===== src/rtl/regfile_wport_arbiter_if.sv =====
// Signal bundle between the writeback stage, the long-latency unit, issue logic and the
// register file write port. slave = the arbiter, master = everything that talks to it.
interface regfile_wport_arbiter_if #(
    parameter int DATA_W = 32,
    parameter int ADDR_W = 5
);
    logic                      WB_WE;
    logic [ADDR_W-1:0]         WB_A3;
    logic [DATA_W-1:0]         WB_WD;
    // LU handshake: an entry is handed over on any cycle where LU_Valid and LU_Ready are both high
    logic                      LU_Valid;
    logic [ADDR_W-1:0]         LU_A3;
    logic [DATA_W-1:0]         LU_WD;
    logic                      LU_Ready;
    logic                      Issue_Req;
    logic [ADDR_W-1:0]         Issue_A3;
    logic                      Issue_Stall;
    logic [(1<<ADDR_W)-1:0]    Busy;
    logic                      Pipe_Stall;
    logic                      WE3;
    logic [ADDR_W-1:0]         A3;
    logic [DATA_W-1:0]         WD3;

    modport slave (
        input  WB_WE, WB_A3, WB_WD, LU_Valid, LU_A3, LU_WD, Issue_Req, Issue_A3,
        output LU_Ready, Issue_Stall, Busy, Pipe_Stall, WE3, A3, WD3
    );

    modport master (
        output WB_WE, WB_A3, WB_WD, LU_Valid, LU_A3, LU_WD, Issue_Req, Issue_A3,
        input  LU_Ready, Issue_Stall, Busy, Pipe_Stall, WE3, A3, WD3
    );
endinterface


===== src/rtl/regfile_wport_arbiter.sv =====
// Register file write-port arbiter: WB stage has fixed priority, long-latency results wait in
// a skid FIFO, and a busy scoreboard tracks destinations with long-latency writes in flight.
module regfile_wport_arbiter #(
    parameter int DATA_W     = 32,
    parameter int ADDR_W     = 5,
    parameter int FIFO_DEPTH = 2,
    parameter int STARVE_LIM = 4
) (
    input  logic                     CLK_WrArb,
    input  logic                     RST_WrArb,
    regfile_wport_arbiter_if.slave   bus
);
    localparam int NREGS = 1 << ADDR_W;
    localparam int PTR_W = $clog2(FIFO_DEPTH);
    localparam int CNT_W = $clog2(FIFO_DEPTH + 1);
    localparam int SC_W  = $clog2(STARVE_LIM + 1);
    localparam logic [CNT_W-1:0] DEPTH_C  = CNT_W'(FIFO_DEPTH);
    localparam logic [SC_W-1:0]  STARVE_C = SC_W'(STARVE_LIM);

    logic [ADDR_W-1:0] fifo_a_q [FIFO_DEPTH];
    logic [ADDR_W-1:0] fifo_a_d [FIFO_DEPTH];
    logic [DATA_W-1:0] fifo_d_q [FIFO_DEPTH];
    logic [DATA_W-1:0] fifo_d_d [FIFO_DEPTH];
    logic [PTR_W-1:0]  wr_ptr_q, wr_ptr_d;
    logic [PTR_W-1:0]  rd_ptr_q, rd_ptr_d;
    logic [CNT_W-1:0]  count_q, count_d;
    logic [SC_W-1:0]   starve_q, starve_d;
    logic              pipe_stall_q, pipe_stall_d;
    logic [NREGS-1:0]  busy_q, busy_d;
    logic              we3_q, we3_d;
    logic [ADDR_W-1:0] a3_q, a3_d;
    logic [DATA_W-1:0] wd3_q, wd3_d;

    logic lu_ready, push, pop, wb_win, fifo_ne, issue_stall, issue_set;

    always_comb begin
        lu_ready    = (count_q < DEPTH_C);
        fifo_ne     = (count_q != '0);
        wb_win      = bus.WB_WE && (bus.WB_A3 != '0);
        // Register-0 results complete the handshake but are dropped here
        push        = bus.LU_Valid && lu_ready && (bus.LU_A3 != '0);
        pop         = !wb_win && fifo_ne;
        issue_stall = bus.Issue_Req && busy_q[bus.Issue_A3] && (bus.Issue_A3 != '0);
        issue_set   = bus.Issue_Req && !issue_stall && (bus.Issue_A3 != '0);
    end

    always_comb begin
        fifo_a_d = fifo_a_q;
        fifo_d_d = fifo_d_q;
        wr_ptr_d = wr_ptr_q;
        rd_ptr_d = rd_ptr_q;
        count_d  = count_q;
        if (push) begin
            fifo_a_d[wr_ptr_q] = bus.LU_A3;
            fifo_d_d[wr_ptr_q] = bus.LU_WD;
            wr_ptr_d           = wr_ptr_q + PTR_W'(1);
        end
        if (pop) begin
            rd_ptr_d = rd_ptr_q + PTR_W'(1);
        end
        if (push && !pop) begin
            count_d = count_q + CNT_W'(1);
        end else if (pop && !push) begin
            count_d = count_q - CNT_W'(1);
        end
    end

    always_comb begin
        we3_d = wb_win || pop;
        a3_d  = a3_q;
        wd3_d = wd3_q;
        if (wb_win) begin
            a3_d  = bus.WB_A3;
            wd3_d = bus.WB_WD;
        end else if (pop) begin
            a3_d  = fifo_a_q[rd_ptr_q];
            wd3_d = fifo_d_q[rd_ptr_q];
        end
    end

    always_comb begin
        starve_d = starve_q;
        if (!fifo_ne || pop) begin
            starve_d = '0;
        end else if (wb_win && (starve_q < STARVE_C)) begin
            starve_d = starve_q + SC_W'(1);
        end
        pipe_stall_d = (starve_d >= STARVE_C);
    end

    // Clear before set so an issue to the register being retired keeps it busy
    always_comb begin
        busy_d = busy_q;
        if (pop) begin
            busy_d[fifo_a_q[rd_ptr_q]] = 1'b0;
        end
        if (issue_set) begin
            busy_d[bus.Issue_A3] = 1'b1;
        end
        busy_d[0] = 1'b0;
    end

    always_ff @(posedge CLK_WrArb) begin
        if (RST_WrArb) begin
            wr_ptr_q     <= '0;
            rd_ptr_q     <= '0;
            count_q      <= '0;
            starve_q     <= '0;
            pipe_stall_q <= 1'b0;
            busy_q       <= '0;
            we3_q        <= 1'b0;
            a3_q         <= '0;
            wd3_q        <= '0;
        end else begin
            wr_ptr_q     <= wr_ptr_d;
            rd_ptr_q     <= rd_ptr_d;
            count_q      <= count_d;
            starve_q     <= starve_d;
            pipe_stall_q <= pipe_stall_d;
            busy_q       <= busy_d;
            we3_q        <= we3_d;
            a3_q         <= a3_d;
            wd3_q        <= wd3_d;
        end
    end

    always_ff @(posedge CLK_WrArb) begin
        fifo_a_q <= fifo_a_d;
        fifo_d_q <= fifo_d_d;
    end

    always_comb begin
        bus.LU_Ready    = lu_ready;
        bus.Issue_Stall = issue_stall;
        bus.Busy        = busy_q;
        bus.Pipe_Stall  = pipe_stall_q;
        bus.WE3         = we3_q;
        bus.A3          = a3_q;
        bus.WD3         = wd3_q;
    end
endmodule


===== src/flat_wrapper.sv =====
// flat-port wrapper written by rule: the top's interface ports become plain ports
module regfile_wport_arbiter_flat 
#(
    parameter int DATA_W     = 32,
    parameter int ADDR_W     = 5,
    parameter int FIFO_DEPTH = 2,
    parameter int STARVE_LIM = 4
)
  (CLK_WrArb, RST_WrArb, bus_WB_WE, bus_WB_A3, bus_WB_WD, bus_LU_Valid, bus_LU_A3, bus_LU_WD, bus_Issue_Req, bus_Issue_A3, bus_LU_Ready, bus_Issue_Stall, bus_Busy, bus_Pipe_Stall, bus_WE3, bus_A3, bus_WD3);
  regfile_wport_arbiter_if #(.DATA_W(DATA_W), .ADDR_W(ADDR_W)) bus_i ();
  input  logic CLK_WrArb;
  input  logic RST_WrArb;
  input wire logic [$bits(bus_i.WB_WE)-1:0] bus_WB_WE;
  input wire logic [$bits(bus_i.WB_A3)-1:0] bus_WB_A3;
  input wire logic [$bits(bus_i.WB_WD)-1:0] bus_WB_WD;
  input wire logic [$bits(bus_i.LU_Valid)-1:0] bus_LU_Valid;
  input wire logic [$bits(bus_i.LU_A3)-1:0] bus_LU_A3;
  input wire logic [$bits(bus_i.LU_WD)-1:0] bus_LU_WD;
  input wire logic [$bits(bus_i.Issue_Req)-1:0] bus_Issue_Req;
  input wire logic [$bits(bus_i.Issue_A3)-1:0] bus_Issue_A3;
  output wire logic [$bits(bus_i.LU_Ready)-1:0] bus_LU_Ready;
  output wire logic [$bits(bus_i.Issue_Stall)-1:0] bus_Issue_Stall;
  output wire logic [$bits(bus_i.Busy)-1:0] bus_Busy;
  output wire logic [$bits(bus_i.Pipe_Stall)-1:0] bus_Pipe_Stall;
  output wire logic [$bits(bus_i.WE3)-1:0] bus_WE3;
  output wire logic [$bits(bus_i.A3)-1:0] bus_A3;
  output wire logic [$bits(bus_i.WD3)-1:0] bus_WD3;
  assign bus_i.WB_WE = bus_WB_WE;
  assign bus_i.WB_A3 = bus_WB_A3;
  assign bus_i.WB_WD = bus_WB_WD;
  assign bus_i.LU_Valid = bus_LU_Valid;
  assign bus_i.LU_A3 = bus_LU_A3;
  assign bus_i.LU_WD = bus_LU_WD;
  assign bus_i.Issue_Req = bus_Issue_Req;
  assign bus_i.Issue_A3 = bus_Issue_A3;
  assign bus_LU_Ready = bus_i.LU_Ready;
  assign bus_Issue_Stall = bus_i.Issue_Stall;
  assign bus_Busy = bus_i.Busy;
  assign bus_Pipe_Stall = bus_i.Pipe_Stall;
  assign bus_WE3 = bus_i.WE3;
  assign bus_A3 = bus_i.A3;
  assign bus_WD3 = bus_i.WD3;
  regfile_wport_arbiter #(.DATA_W(DATA_W), .ADDR_W(ADDR_W), .FIFO_DEPTH(FIFO_DEPTH), .STARVE_LIM(STARVE_LIM)) u_core (.CLK_WrArb(CLK_WrArb), .RST_WrArb(RST_WrArb), .bus(bus_i));
endmodule

===== config.mk =====
export PLATFORM = sky130hd
export DESIGN_NAME = regfile_wport_arbiter_flat
export DESIGN_NICKNAME = d
export VERILOG_FILES = /design/src/rtl/regfile_wport_arbiter_if.sv /design/src/rtl/regfile_wport_arbiter.sv /design/src/flat_wrapper.sv
export SDC_FILE = /design/constraint.sdc
export NUM_CORES = 1
export LEC_CHECK = 0
export ABC_AREA = 1
export BUFFER_PORTS_ARGS = -buffer_cell sky130_fd_sc_hd__clkbuf_2
export CAP_MARGIN = 20
export CORE_UTILIZATION = 38
export CTS_CLUSTER_DIAMETER = 40
export CTS_CLUSTER_SIZE = 16
export DETAILED_ROUTE_END_ITERATION = 16
export PLACE_DENSITY = 0.58
export SLEW_MARGIN = 20
export SYNTH_ARGS = -nofsm -noshare
export SYNTH_HDL_FRONTEND = slang
export SYNTH_SLANG_ARGS = --single-unit

===== constraint.sdc =====
create_clock -name CLK_WrArb -period 4.4 [get_ports CLK_WrArb]
set_clock_uncertainty 0.1 [all_clocks]
set_input_delay 0.88 -clock CLK_WrArb [delete_from_list [all_inputs] [get_ports CLK_WrArb]]
set_output_delay 0.88 -clock CLK_WrArb [all_outputs]
set_load 0.01 [all_outputs]

Word-level counts from Yosys, hierarchy flattened
Index checks and enable logic that the tools add are counted.

Output and inout port bits: 73. Register bits after elaboration: 152. Word-level logic and storage cells: 89.

$lt $le $gt $ge: 10. Add/sub/neg operators: 5. Bitwise logic cells: 5. Reduce and logical (&&, ||, !) cells: 27. Mux-type cells: 28.

Operators by type and width (count): 32-bit two-way mux (8); 64-bit bitwise mux (1); 32-bit AND (1); 32-bit demux with 1-bit select (1); 32-bit inverter (1); 32-bit OR (1); 5-bit two-way mux (6); 5-bit nonzero test (3); 1-bit logical AND (14); 5-bit by 6-bit < comparator with 1-bit output, second input constant (2); 10-bit bitwise mux (1); 1-bit demux with 5-bit select (2); 5-bit by 1-bit greater-or-equal comparator with 1-bit output, second input constant (2); 3-bit two-way mux (2); 2-bit nonzero test (3); 1-bit binary-select mux with 5-bit select (1); 5-bit demux with 1-bit select (1); 1-bit zero test (5); 2-bit greater-or-equal comparator, second input constant (2); 2-bit two-way mux (2); 1-bit inverter with 2-bit output (2); 3-bit by 1-bit adder with 3-bit output, second input constant (1); 3-bit greater-or-equal comparator, second input constant (1); 3-bit < comparator, second input constant (1); other kinds (7) (11).

Depth between registers and ports, before layout
Gate-level depths: netlist of the first run.

Depth after elaboration: 13. Depth in mapped cells: 12.

Worst setup path after synthesis of the first run
Ideal clock, no wire load.

Path type: input -> register. From: input port bus_LU_A3[4]. To: register u_core.fifo_a_q[0] in the netlist's numbering (enable). Stages: 4. Data arrival time: 2661 ps. Slack: 1206 ps. Data required time: 3867 ps. Library setup time: 433 ps. Cells stage by stage: nor3_1 > nand2_1 > nand3_1 > nor2_1.

Cells in the longest elaborated chain, start to end: 2.

RTL lines: start, declared (RTL line flat_wrapper.sv:17) `input wire logic [$bits(bus_i.LU_A3)-1:0] bus_LU_A3;`; 5-bit nonzero test (RTL line regfile_wport_arbiter.sv:41) `push = bus.LU_Valid && lu_ready && (bus.LU_A3 != '0);`; 1-bit logical AND (RTL line regfile_wport_arbiter.sv:41); end signal, assigned (RTL line regfile_wport_arbiter.sv:128) `fifo_a_q <= fifo_a_d;`; end, declared (RTL line regfile_wport_arbiter.sv:20) `logic [ADDR_W-1:0] fifo_a_q [FIFO_DEPTH];`.

No other way between the ends. A chain may end at the register's enable or synchronous reset.

Worst setup path after layout of the first run
From: input port bus_Issue_A3[0]. To: output port bus_Issue_Stall.

Cells in the longest elaborated chain, start to end: 4. Elaborated cells on any way between the ends: 5. Classes of those cells: mux (2); reduce/logical (3).

RTL lines: start, declared (RTL line flat_wrapper.sv:20) `input wire logic [$bits(bus_i.Issue_A3)-1:0] bus_Issue_A3;`; 1-bit binary-select mux with 5-bit select (RTL line regfile_wport_arbiter.sv:43) `issue_stall = bus.Issue_Req && busy_q[bus.Issue_A3] && (bus.Issue_A3 != '0);`; 1-bit two-way mux (implied by the code) (RTL line regfile_wport_arbiter.sv:43); 1-bit logical AND (RTL line regfile_wport_arbiter.sv:43); 1-bit logical AND * (RTL line regfile_wport_arbiter.sv:43); end, declared (RTL line flat_wrapper.sv:22) `output wire logic [$bits(bus_i.Issue_Stall)-1:0] bus_Issue_Stall;`.

Mark *: on every way between the ends. The rest lies on a longest branch, timed or not. The select of a mux whose other input is x is not followed.

==> results.sh, run 1 <==
export IMPL_status="finished clean"
export IMPL_viasPerCell=4.926
export IMPL_startpoint_type="primary input"
export IMPL_tns_ns=0
export IMPL_io_pins=157
export IMPL_comb_power_share_pct=21.4
export IMPL_antenna_found_initial=0
export IMPL_worst_path_max_fanout=20
export IMPL_drive_gt1_share_pct=24.69
export IMPL_nFillCells=1634
export IMPL_path_clk_slew_ns=0.06
export IMPL_clk_insertion_delay_late_ns=0.42
export IMPL_dr_pass1_iters=5
export IMPL_final_cells=1111
export IMPL_synth_cell_types=31
export IMPL_place_inst=1079
export IMPL_die_w_um=133.7
export IMPL_gp_congestion=0.8447
export IMPL_tightest_slew_ns=0.7984
export IMPL_end_kind="output pin"
export IMPL_hold_class="register to register"
export IMPL_critPathMostFrequentCell="nand2_1"
export IMPL_clock_power_share_pct=36.4
export IMPL_grt_pass1_wl_mm=27.10
export IMPL_layout_common_cells="nand2_1, clkbuf_2, dfxtp_1, edfxtp_1, inv_1"
export IMPL_max_freq_ghz=0.3013
export IMPL_syn_avg_cell_area_um2=8.949
export IMPL_layout_commonest_cell="nand2_1"
export IMPL_slew_violations=0
export IMPL_vias=5473
export IMPL_crit_type="primary input to output pin"
export IMPL_setup_violations=0
export IMPL_min_period_ns=3.319
export IMPL_port_buffers=155
export IMPL_post_cts_resized=0
export IMPL_grt_overflow=0
export IMPL_synth_compound_area_share_pct=10.07
export IMPL_sw_frac_of_total_pct=30.62
export IMPL_synth_top_area_share_pct=33.74
export IMPL_drc=0
export IMPL_fin_nets=964
export IMPL_area_growth_syn_to_layout_pct=22.85
export IMPL_die_y_um=133.7
export IMPL_final_hold_viol_count=0
export IMPL_max_slew_margin_rel_pct=46.65
export IMPL_synth_fa_ha_area_share_pct=0.3799
export IMPL_gr_usage_all_layers_pct=19.72
export IMPL_cts_hold_buf=0
export IMPL_cts_tree="built"
export IMPL_antennaDiodeCount=0
export IMPL_rsz0062_at_grt="false"
export IMPL_synthCells=736
export IMPL_ys_seq_area_share_pct=56.84
export IMPL_dieArea_mm2=0.01786
export IMPL_start_util_pct=39.30
export IMPL_power_density_mw_per_mm2=517.9
export IMPL_totalWireLength_mm=17.07
export IMPL_post_cts_setup_buffers=0
export IMPL_wl_per_cell_um=15.36
export IMPL_core_area_mm2=0.01676
export IMPL_switching_power_mw=1.283
export IMPL_cts_root_buf="clkbuf_16"
export IMPL_p_int_mw=2.907
export IMPL_max_cap_violations=0
export IMPL_ys_ff_latch=150
export IMPL_max_stage_delay_ns=0.35
export IMPL_detail_route_antenna_nets=0
export IMPL_drt_iter0_markers=295
export IMPL_leakagePower_nw=3.440
export IMPL_post_synth_and_or_nand_nor_area_fraction_pct=22.57
export IMPL_rows=47
export IMPL_grt_pass1_vias=5149
export IMPL_cp_data_arrival_time_ns=2.34
export IMPL_htreeDepth=4
export IMPL_worst_ir_drop_vdd_mv=0.2904
export IMPL_timing_final_crit_share_pct=75.44
export IMPL_muxShareOfSynthArea_pct=2.584
export IMPL_yosysWarningCount=0
export IMPL_crit_chain="clkbuf_2 -> inv_2 -> nand2_1 -> nand2_1 -> nand2_1 -> nand2_1 -> nand2_1 -> nand2_1 -> nor2_4 -> a21oi_1 -> clkbuf_2"
export IMPL_syn_cell_area_mm2=0.006586
export IMPL_cpMaxStageDelayCell="inv_2"
export IMPL_synthesis_nets=822
export IMPL_synth_top_family_by_area="simple AND/OR/NAND/NOR gates"
export IMPL_synthXorXnorAreaFrac_pct=0.2660
export IMPL_cts_buffer_depth=2
export IMPL_grt_max_degree=40
export IMPL_cts_buffers=17
export IMPL_yosys_area_top_type="edfxtp_1"
export IMPL_clock_sinks=150
export IMPL_ys_top_cells_by_area="edfxtp_1, dfxtp_1, nand2_1"
export IMPL_seqPwrFrac_pct=42.2
export IMPL_required_ns=3.42
export IMPL_dp_hpwl_mm=11.65
==> cells by family after synthesis <==
kind of cell,Yosys count
adders and majority gates,2
muxes,17
other,1
AOI/OAI and AO/OA,123
DFF,150
xor gates and xnor gates,2
and+or+nand+nor,340
buffers and inverters,101
==> critical path, delay by kind of cell <==
family | cells | cell delay (ns)
simple gates | 7 | 0.53
compound gates | 1 | 0.13
buf+inv | 3 | 0.80
==> registers in the layout, summed over array words and instances (netlist names) <==
| name | count |
|---|---|
| u_core.count_q | 2 |
| u_core.fifo_a_q | 10 |
| u_core.bus.WD3 | 32 |
| u_core.rd_ptr_q | 1 |
| u_core.bus.Pipe_Stall | 1 |
| u_core.starve_q | 2 |
| u_core.bus.Busy | 31 |
| u_core.fifo_d_q | 64 |
| u_core.wr_ptr_q | 1 |
| u_core.bus.WE3 | 1 |
| u_core.bus.A3 | 5 |
==> per-stage QoR <==
step                total power [mW]  hold slack (ns)  utilization, %  area, um2  worst slack, ns
floorplan                      2.386           0.3385               -       6586            1.206
global placement               2.700           0.3544           44.57       7470           0.9682
detailed placement             2.709           0.3585           44.57       7470           0.9573
CTS                            4.235           0.3668           48.28       8092            1.072
global route                   4.398           0.3947           48.28       8092           0.8616
finish                         4.191           0.3654           48.28       8092            1.081
==> area by class of cell <==
cell class / instances / area [um2] / area share, %
Inverter: 60 / 225.2 / 2.783
Multi-Input combinational cell: 485 / 2381 / 29.43
Clock inverter: 12 / 165.2 / 2.041
Clock buffer: 20 / 456.7 / 5.644
Timing Repair Buffer: 164 / 843.3 / 10.42
Tap cell: 220 / 275.3 / 3.402
Sequential cell: 150 / 3745 / 46.28
==> metal layers <==
layer,vias up,GRT usage [%],part of all wire (%),routed length (um)
li1,2776,-,-,-
met1,2504,25.99,45,7682
met2,177,31.11,46,7902
met3,16,5.746,7.7,1306
met4,0,6.313,1.0,177
met5,-,0,0,0
==> power groups by stage <==
stage / registers (mW) / clock network, mW / logic, mW
6_report: 1.77 / 1.52 / 0.899
5_1_grt: 1.79 / 1.60 / 1.01
4_1_cts: 1.77 / 1.55 / 0.916
3_5_place_dp: 1.80 / 0 / 0.913
3_3_place_gp: 1.79 / 0 / 0.906
2_1_floorplan: 1.83 / 0 / 0.556
==> path summary, 6_finish.rpt <==
kind / from / endpoint / slack, ns / cells after the start
worst min register to register: u_core.starve_q[1]$_SDFF_PP0_ / u_core.starve_q[1]$_SDFF_PP0_ / 0.37 / 2
worst max-delay path: bus_Issue_A3[0] / bus_Issue_Stall / 1.08 / 11
worst min-delay path: u_core.starve_q[1]$_SDFF_PP0_ / u_core.starve_q[1]$_SDFF_PP0_ / 0.37 / 2
worst max register to register: u_core.count_q[0]$_SDFFE_PP0P_ / u_core.count_q[1]$_SDFFE_PP0P_ / 2.23 / 8
==> synth_stat cells (all sizes together) <==
| cell type | number |
|---|---|
| or2 | 3 |
| nor2 | 58 |
| nand4 | 32 |
| dfxtp | 76 |
| clkinv | 2 |
| nand2 | 189 |
| inv | 58 |
| ha | 2 |
| a211oi | 1 |
| o211ai | 15 |
| xor2 | 2 |
| mux2i | 17 |
| clkbuf | 11 |
| conb | 1 |
| o21ai | 66 |
| nand3 | 48 |
| a21oi | 41 |
| edfxtp | 74 |
| nor3 | 10 |
| buf | 30 |
Note: power is estimated with default switching activity, not from simulation.
==> run 2: changes to the inputs <==
ABC_AREA = 0   (was 1)
PLACE_DENSITY = 0.6   (was 0.58)
clock period = 3 ns   (was 4.4 ns; I/O delays follow)
==> run 2 against run 1 <==
Effect of this change: first-iteration DRC count rose by 18%; largest power group unchanged; sequential power rose by 49%; largest cell class unchanged; sequential share of layout area rose by 0.079 points; clock-buffer cell count did not move; highest routed layer is now met5; critical path depth fell by 5.
==> results.sh, run 2 <==
export IMPL_dr_pass1_iters=5
export IMPL_cts_hold_buf=0
export IMPL_totalWireLength_mm=16.66
export IMPL_p_total_mw=6.412
export IMPL_drive_gt1_share_pct=29.73
export IMPL_worst_path_max_fanout=13
export IMPL_grt_pass1_wl_mm=25.90
export IMPL_power_density_mw_per_mm2=793.8
export IMPL_top_layer_used="met5"
export IMPL_io_pins=157
export IMPL_wl_met3_mm=1.394
export IMPL_rsz0062_at_grt="false"
export IMPL_critPathMostFrequentCell="clkbuf_2"
export IMPL_syn_avg_cell_area_um2=11.24
export IMPL_synth_edf_count=74
export IMPL_final_cells=950
export IMPL_clk_insertion_delay_late_ns=0.41
export IMPL_whs_ns=0.2705
export IMPL_viasPerCell=5.422
export IMPL_muxShareOfSynthArea_pct=9.583
export IMPL_ys_top_cells_by_area="edfxtp_1, dfxtp_1, mux2i_1"
export IMPL_tns_ns=0
export IMPL_vias=5151
export IMPL_cts_buffers=17
export IMPL_port_buffers=155
export IMPL_setup_violations=0
export IMPL_dieArea_mm2=0.01757
export IMPL_r2r_slack_ns=0.92
export IMPL_start_util_pct=39.05
export IMPL_place_inst=918
export IMPL_crit_family="compound AO/OA/AOI/OAI gates"
export IMPL_multiInputGateArea_mm2=0.002442
export IMPL_path_clk_slew_ns=0.06
export IMPL_dp_hpwl_mm=11.62
export IMPL_synth_fa_ha_area_share_pct=0.3864
export IMPL_max_stage_delay_ns=0.48
export IMPL_synthesis_nets=662
export IMPL_required_ns=2.30
export IMPL_cts_buffer_depth=2
export IMPL_synthCells=576
export IMPL_synthXorXnorAreaFrac_pct=0.5410
export IMPL_startpoint_type="primary input"
export IMPL_cpMaxStageDelayCell="or3_1"
export IMPL_synth_cell_types=52
export IMPL_synth_compound_area_share_pct=14.88
export IMPL_core_area_mm2=0.01658
export IMPL_critPathBufInv=2
export IMPL_post_synth_and_or_nand_nor_area_fraction_pct=12.00
export IMPL_slew_violations=0
export IMPL_nFillCells=1603
export IMPL_rr_startpoint="u_core.count_q[1]$_SDFFE_PP0P_"
export IMPL_layout_commonest_cell="clkbuf_2"
export IMPL_synth_common_cells="nand2_1, dfxtp_1, edfxtp_1, mux2i_1, a21oi_1"
export IMPL_synth_most_common_cell="nand2_1"
export IMPL_dp_slack_ns=0.2591
export IMPL_gp_congestion=0.8597
export IMPL_cts_root_buf="clkbuf_16"
export IMPL_status="finished clean"
export IMPL_synth_top_family_by_area="compound AO/OA/AOI/OAI gates"
export IMPL_layout_common_cells="clkbuf_2, nand2_1, dfxtp_1, edfxtp_1, mux2i_1"
export IMPL_met2_length_mm=7.850
export IMPL_die_w_um=132.5
export IMPL_grt_overflow=0
export IMPL_detail_route_antenna_nets=0
export IMPL_post_cts_resized=0
export IMPL_syn_cell_area_mm2=0.006476
export IMPL_wl_met1_mm=7.032
export IMPL_grt_pass1_vias=5021
export IMPL_rows=47
export IMPL_finalWorstSetupSlack_ns=0.2585
export IMPL_tightest_slew_ns=0.9899
export IMPL_end_kind="output pin"
export IMPL_worst_ir_drop_vdd_mv=0.4170
export IMPL_crit_chain="clkbuf_2 -> or3_1 -> o221a_2 -> a21o_1 -> a31oi_1 -> clkbuf_2"
export IMPL_largest_reg_flops=64
export IMPL_timing_final_crit_share_pct=91.38
export IMPL_fin_nets=803
export IMPL_clock_sinks=150
export IMPL_hold_class="primary input to register"
export IMPL_synth_top_area_share_pct=34.31
export IMPL_holdCritStartpoint="bus_LU_WD[6]"
export IMPL_yosysWarningCount=0
export IMPL_ff_latch_area_mm2=0.003745
export IMPL_post_cts_setup_buffers=0
export IMPL_max_slew_margin_rel_pct=34.01
export IMPL_antenna_found_initial=1
export IMPL_max_freq_ghz=0.3648
export IMPL_min_period_ns=2.742
export IMPL_cts_tree="built"
export IMPL_largest_register="u_core.fifo_d_q"
export IMPL_ys_async_sr_fraction_pct=0
export IMPL_crit_type="primary input to output pin"
export IMPL_final_hold_viol_count=0
export IMPL_htreeDepth=4
export IMPL_antennaDiodeCount=0
export IMPL_die_y_um=132.5
export IMPL_ys_seq_area_share_pct=57.81
export IMPL_leakagePower_nw=3.031
export IMPL_grt_max_degree=46
export IMPL_ys_ff_latch=150
export IMPL_cp_startpoint="bus_Issue_A3[4]"
export IMPL_drt_iter0_markers=347
export IMPL_yosys_area_top_type="edfxtp_1"
export IMPL_cp_data_arrival_time_ns=2.04
export IMPL_gr_usage_all_layers_pct=19.13
export IMPL_drc=0
export IMPL_ys_flop_type="dfxtp_1"
export IMPL_area_growth_syn_to_layout_pct=24.73
export IMPL_max_cap_violations=0
export IMPL_wl_per_cell_um=17.54
[run 2: changes by cell type after synthesis, sizes merged, moves of 23 or more]
cell,previous run,this run
o32ai,0,23
nor4,0,26
nor2,58,8
nand4,32,5
nand3,48,3
inv,58,26
mux2i,17,44
nand2,189,81
o21ai,66,16
[run 2: layout make-up]
class	count	area share, %
Clock buffer	20	5.530
Clock inverter	12	2.478
Inverter	26	1.208
Multi-Input combinational cell	356	30.24
Sequential cell	150	46.36
Tap cell	220	3.408
Timing Repair Buffer	166	10.78
[run 2: logic make-up after synthesis]
| logic type | count (synthesis) |
|---|---|
| buf+inv | 70 |
| simple gates | 156 |
| mux | 54 |
| fa+ha+maj | 2 |
| flops | 150 |
| compound gates | 139 |
| other cells | 1 |
| xor+xnor | 4 |
[run 2: routing by layer]
metal  global-route usage [%]  vias up
met5                        0        -
met2                    31.52      211
met1                    22.94     2446
li1                         -     2466
met4                    8.365        2
met3                    6.054       26
[run 2: power by group]
group / total, mW / switching (mW) / internal, mW
Combinational: 1.46 / 0.925 / 0.535
Clock: 2.32 / 0.817 / 1.50
Sequential: 2.64 / 0.148 / 2.49
[run 2: worst register-to-register path, cell delays in order, from the launching register on]
cell and delay [ns]:
dfxtp_1 0.34, inv_1 0.11, o311a_1 0.29, and2_2 0.85
[run 2: through the flow]
step	utilization (%)	instance area (um2)
2_1_floorplan	-	6479
6_report	48.71	8078
5_1_grt	48.71	8078
3_5_place_dp	44.81	7431
3_3_place_gp	44.81	7431
4_1_cts	48.71	8078
[run 2: path summary, 6_finish.rpt]
| path | end | cells past startpoint |
|---|---|---|
| worst max-delay path | bus_Issue_Stall | 6 |
| worst min register to register | u_core.bus.Busy[16]$_SDFF_PP0_ | 2 |
| worst min-delay path | u_core.fifo_d_q[38]$_DFFE_PP_ | 1 |
| worst max register to register | u_core.fifo_d_q[11]$_DFFE_PP_ | 3 |
==> run 3: changes to the inputs <==
PLACE_DENSITY = 0.58   (was 0.6)
clock period = 2.6 ns   (was 3 ns; I/O delays follow)
==> run 3 against run 2 <==
Effect of this change: sequential share of layout area fell by 0.25 points; combinational power rose by 14%; clock-buffer cell count rose by 5; largest cell class unchanged; largest power group unchanged; highest routed layer unchanged.
==> results.sh, run 3 (synthesized netlist as in run 2, its figures left out) <==
export IMPL_fin_area_mm2=0.008122
export IMPL_layout_common_cells="clkbuf_2, nand2_1, dfxtp_1, edfxtp_1, mux2i_1"
export IMPL_worst_ir_drop_vdd_mv=0.4840
export IMPL_drt_iter0_markers=334
export IMPL_rr_startpoint="u_core.rd_ptr_q$_SDFFE_PP0N_"
export IMPL_cts_buffers=17
export IMPL_fin_util_pct=48.97
export IMPL_critPathMostFrequentCell="a31oi_1"
export IMPL_die_w_um=132.5
export IMPL_grt_pass1_vias=4991
export IMPL_htreeDepth=4
export IMPL_tightest_slew_ns=0.9384
export IMPL_max_stage_delay_ns=0.49
export IMPL_status="finished clean"
export IMPL_end_kind="output pin"
export IMPL_fin_nets=807
export IMPL_max_cap_violations=0
export IMPL_max_slew_margin_rel_pct=37.44
export IMPL_crit_chain="mux4_2 -> and3_1 -> a31oi_1 -> a31oi_1 -> clkbuf_2"
export IMPL_setup_violations=0
export IMPL_dp_hpwl_mm=11.52
export IMPL_io_pins=157
export IMPL_wl_met3_mm=1.239
export IMPL_clock_sinks=150
export IMPL_largest_register="u_core.fifo_d_q"
export IMPL_top_layer_used="met5"
export IMPL_final_hold_viol_count=0
export IMPL_detail_route_antenna_nets=0
export IMPL_core_area_mm2=0.01658
export IMPL_min_period_ns=2.511
export IMPL_gr_usage_all_layers_pct=18.96
export IMPL_cp_startpoint="u_core.bus.Busy[23]$_SDFF_PP0_"
export IMPL_cts_tree="built"
export IMPL_area_growth_syn_to_layout_pct=25.41
export IMPL_drc=0
export IMPL_critPathBufInv=1
export IMPL_gp_congestion=0.8635
export IMPL_slew_violations=0
export IMPL_dp_slack_ns=0.04746
export IMPL_worst_path_max_fanout=4
export IMPL_tns_ns=0
export IMPL_layout_commonest_cell="clkbuf_2"
export IMPL_hold_class="primary input to register"
export IMPL_required_ns=1.98
export IMPL_antenna_found_initial=2
export IMPL_largest_reg_flops=64
export IMPL_drive_gt1_share_pct=29.97
export IMPL_grt_pass1_wl_mm=25.74
export IMPL_met2_length_mm=7.739
export IMPL_wl_met1_mm=7.107
export IMPL_die_y_um=132.5
export IMPL_post_cts_setup_buffers=0
export IMPL_cp_data_arrival_time_ns=1.89
export IMPL_path_clk_slew_ns=0.06
export IMPL_start_util_pct=39.05
export IMPL_multiInputGateArea_mm2=0.002442
export IMPL_wl_per_cell_um=17.07
export IMPL_crit_type="register to output pin"
export IMPL_grt_max_degree=46
export IMPL_cpMaxStageDelayCell="mux4_2"
export IMPL_startpoint_type="register"
export IMPL_ff_latch_area_mm2=0.003745
export IMPL_timing_final_crit_share_pct=96.56
export IMPL_crit_family="multiplexers"
export IMPL_rows=47
export IMPL_max_freq_ghz=0.3983
export IMPL_holdCritStartpoint="bus_LU_WD[18]"
export IMPL_cts_root_buf="clkbuf_16"
export IMPL_dr_pass1_iters=5
export IMPL_grt_overflow=0
export IMPL_leakagePower_nw=3.066
export IMPL_placed_area_mm2=0.007441
export IMPL_rsz0062_at_grt="false"
export IMPL_power_density_mw_per_mm2=910.3
export IMPL_p_total_mw=7.393
export IMPL_vias=5100
export IMPL_port_buffers=155
export IMPL_totalWireLength_mm=16.30
export IMPL_cts_buffer_depth=2
export IMPL_finalWorstSetupSlack_ns=0.08939
export IMPL_dieArea_mm2=0.01757
export IMPL_nFillCells=1557
export IMPL_clk_insertion_delay_late_ns=0.42
export IMPL_viasPerCell=5.340
==> run 3: worst reg2reg max path: cells and delay by family (launching register included) <==
kind            cells  cell delay [ns]
compound gates      1             0.12
mux                 1             0.53
flops               1             0.50
simple gates        2             0.77
==> run 3: what timing repair did <==
| action | 4_1_cts | 5_1_grt |
|---|---|---|
| hold endpoints to repair | 0 | 0 |
| setup endpoints to repair | 0 | 1 |
| gates resized for setup | 0 | 2 |
| hold buffers | 0 | 0 |
==> run 3: through the flow <==
step	hold WS, ns	cells
after floorplan	0.3791	576
after global placement	0.3957	921
after detailed placement	0.3981	921
after CTS	0.1678	953
after global routing	0.1703	954
final	0.1832	955
==> run 3: worst paths after layout <==
kind	slack, ns	to	cells past startpoint
max	0.09	bus_Issue_Stall	5
min reg2reg	0.41	u_core.bus.Busy[9]$_SDFF_PP0_	2
max reg2reg	0.45	u_core.bus.Busy[29]$_SDFF_PP0_	4
min	0.18	u_core.fifo_d_q[50]$_DFFE_PP_	1
==> run 3: final cells by class <==
type	count	share of cell area (%)
tap	220	3.389
timing repair buffer	170	11.12
antenna	1	0.03081
inverter	26	1.202
sequential	150	46.11
clock buffer	25	6.363
multi-input combinational	356	30.07
clock inverter	7	1.710
==> run 3: power by group <==
| group | total [mW] | leakage, nW | internal (mW) | switching, mW |
|---|---|---|---|---|
| Combinational | 1.67 | 1.43 | 0.616 | 1.06 |
| Clock | 2.68 | 0.323 | 1.77 | 0.916 |
| Sequential | 3.04 | 1.31 | 2.87 | 0.167 |
| Total | 7.39 | 3.07 | 5.25 | 2.14 |
==> run 3: per-layer routing <==
| metal | GRT usage, % | up-vias |
|---|---|---|
| met2 | 30.76 | 192 |
| met5 | 0 | - |
| met3 | 6.245 | 17 |
| met1 | 23.49 | 2418 |
| li1 | - | 2471 |
| met4 | 6.960 | 2 |
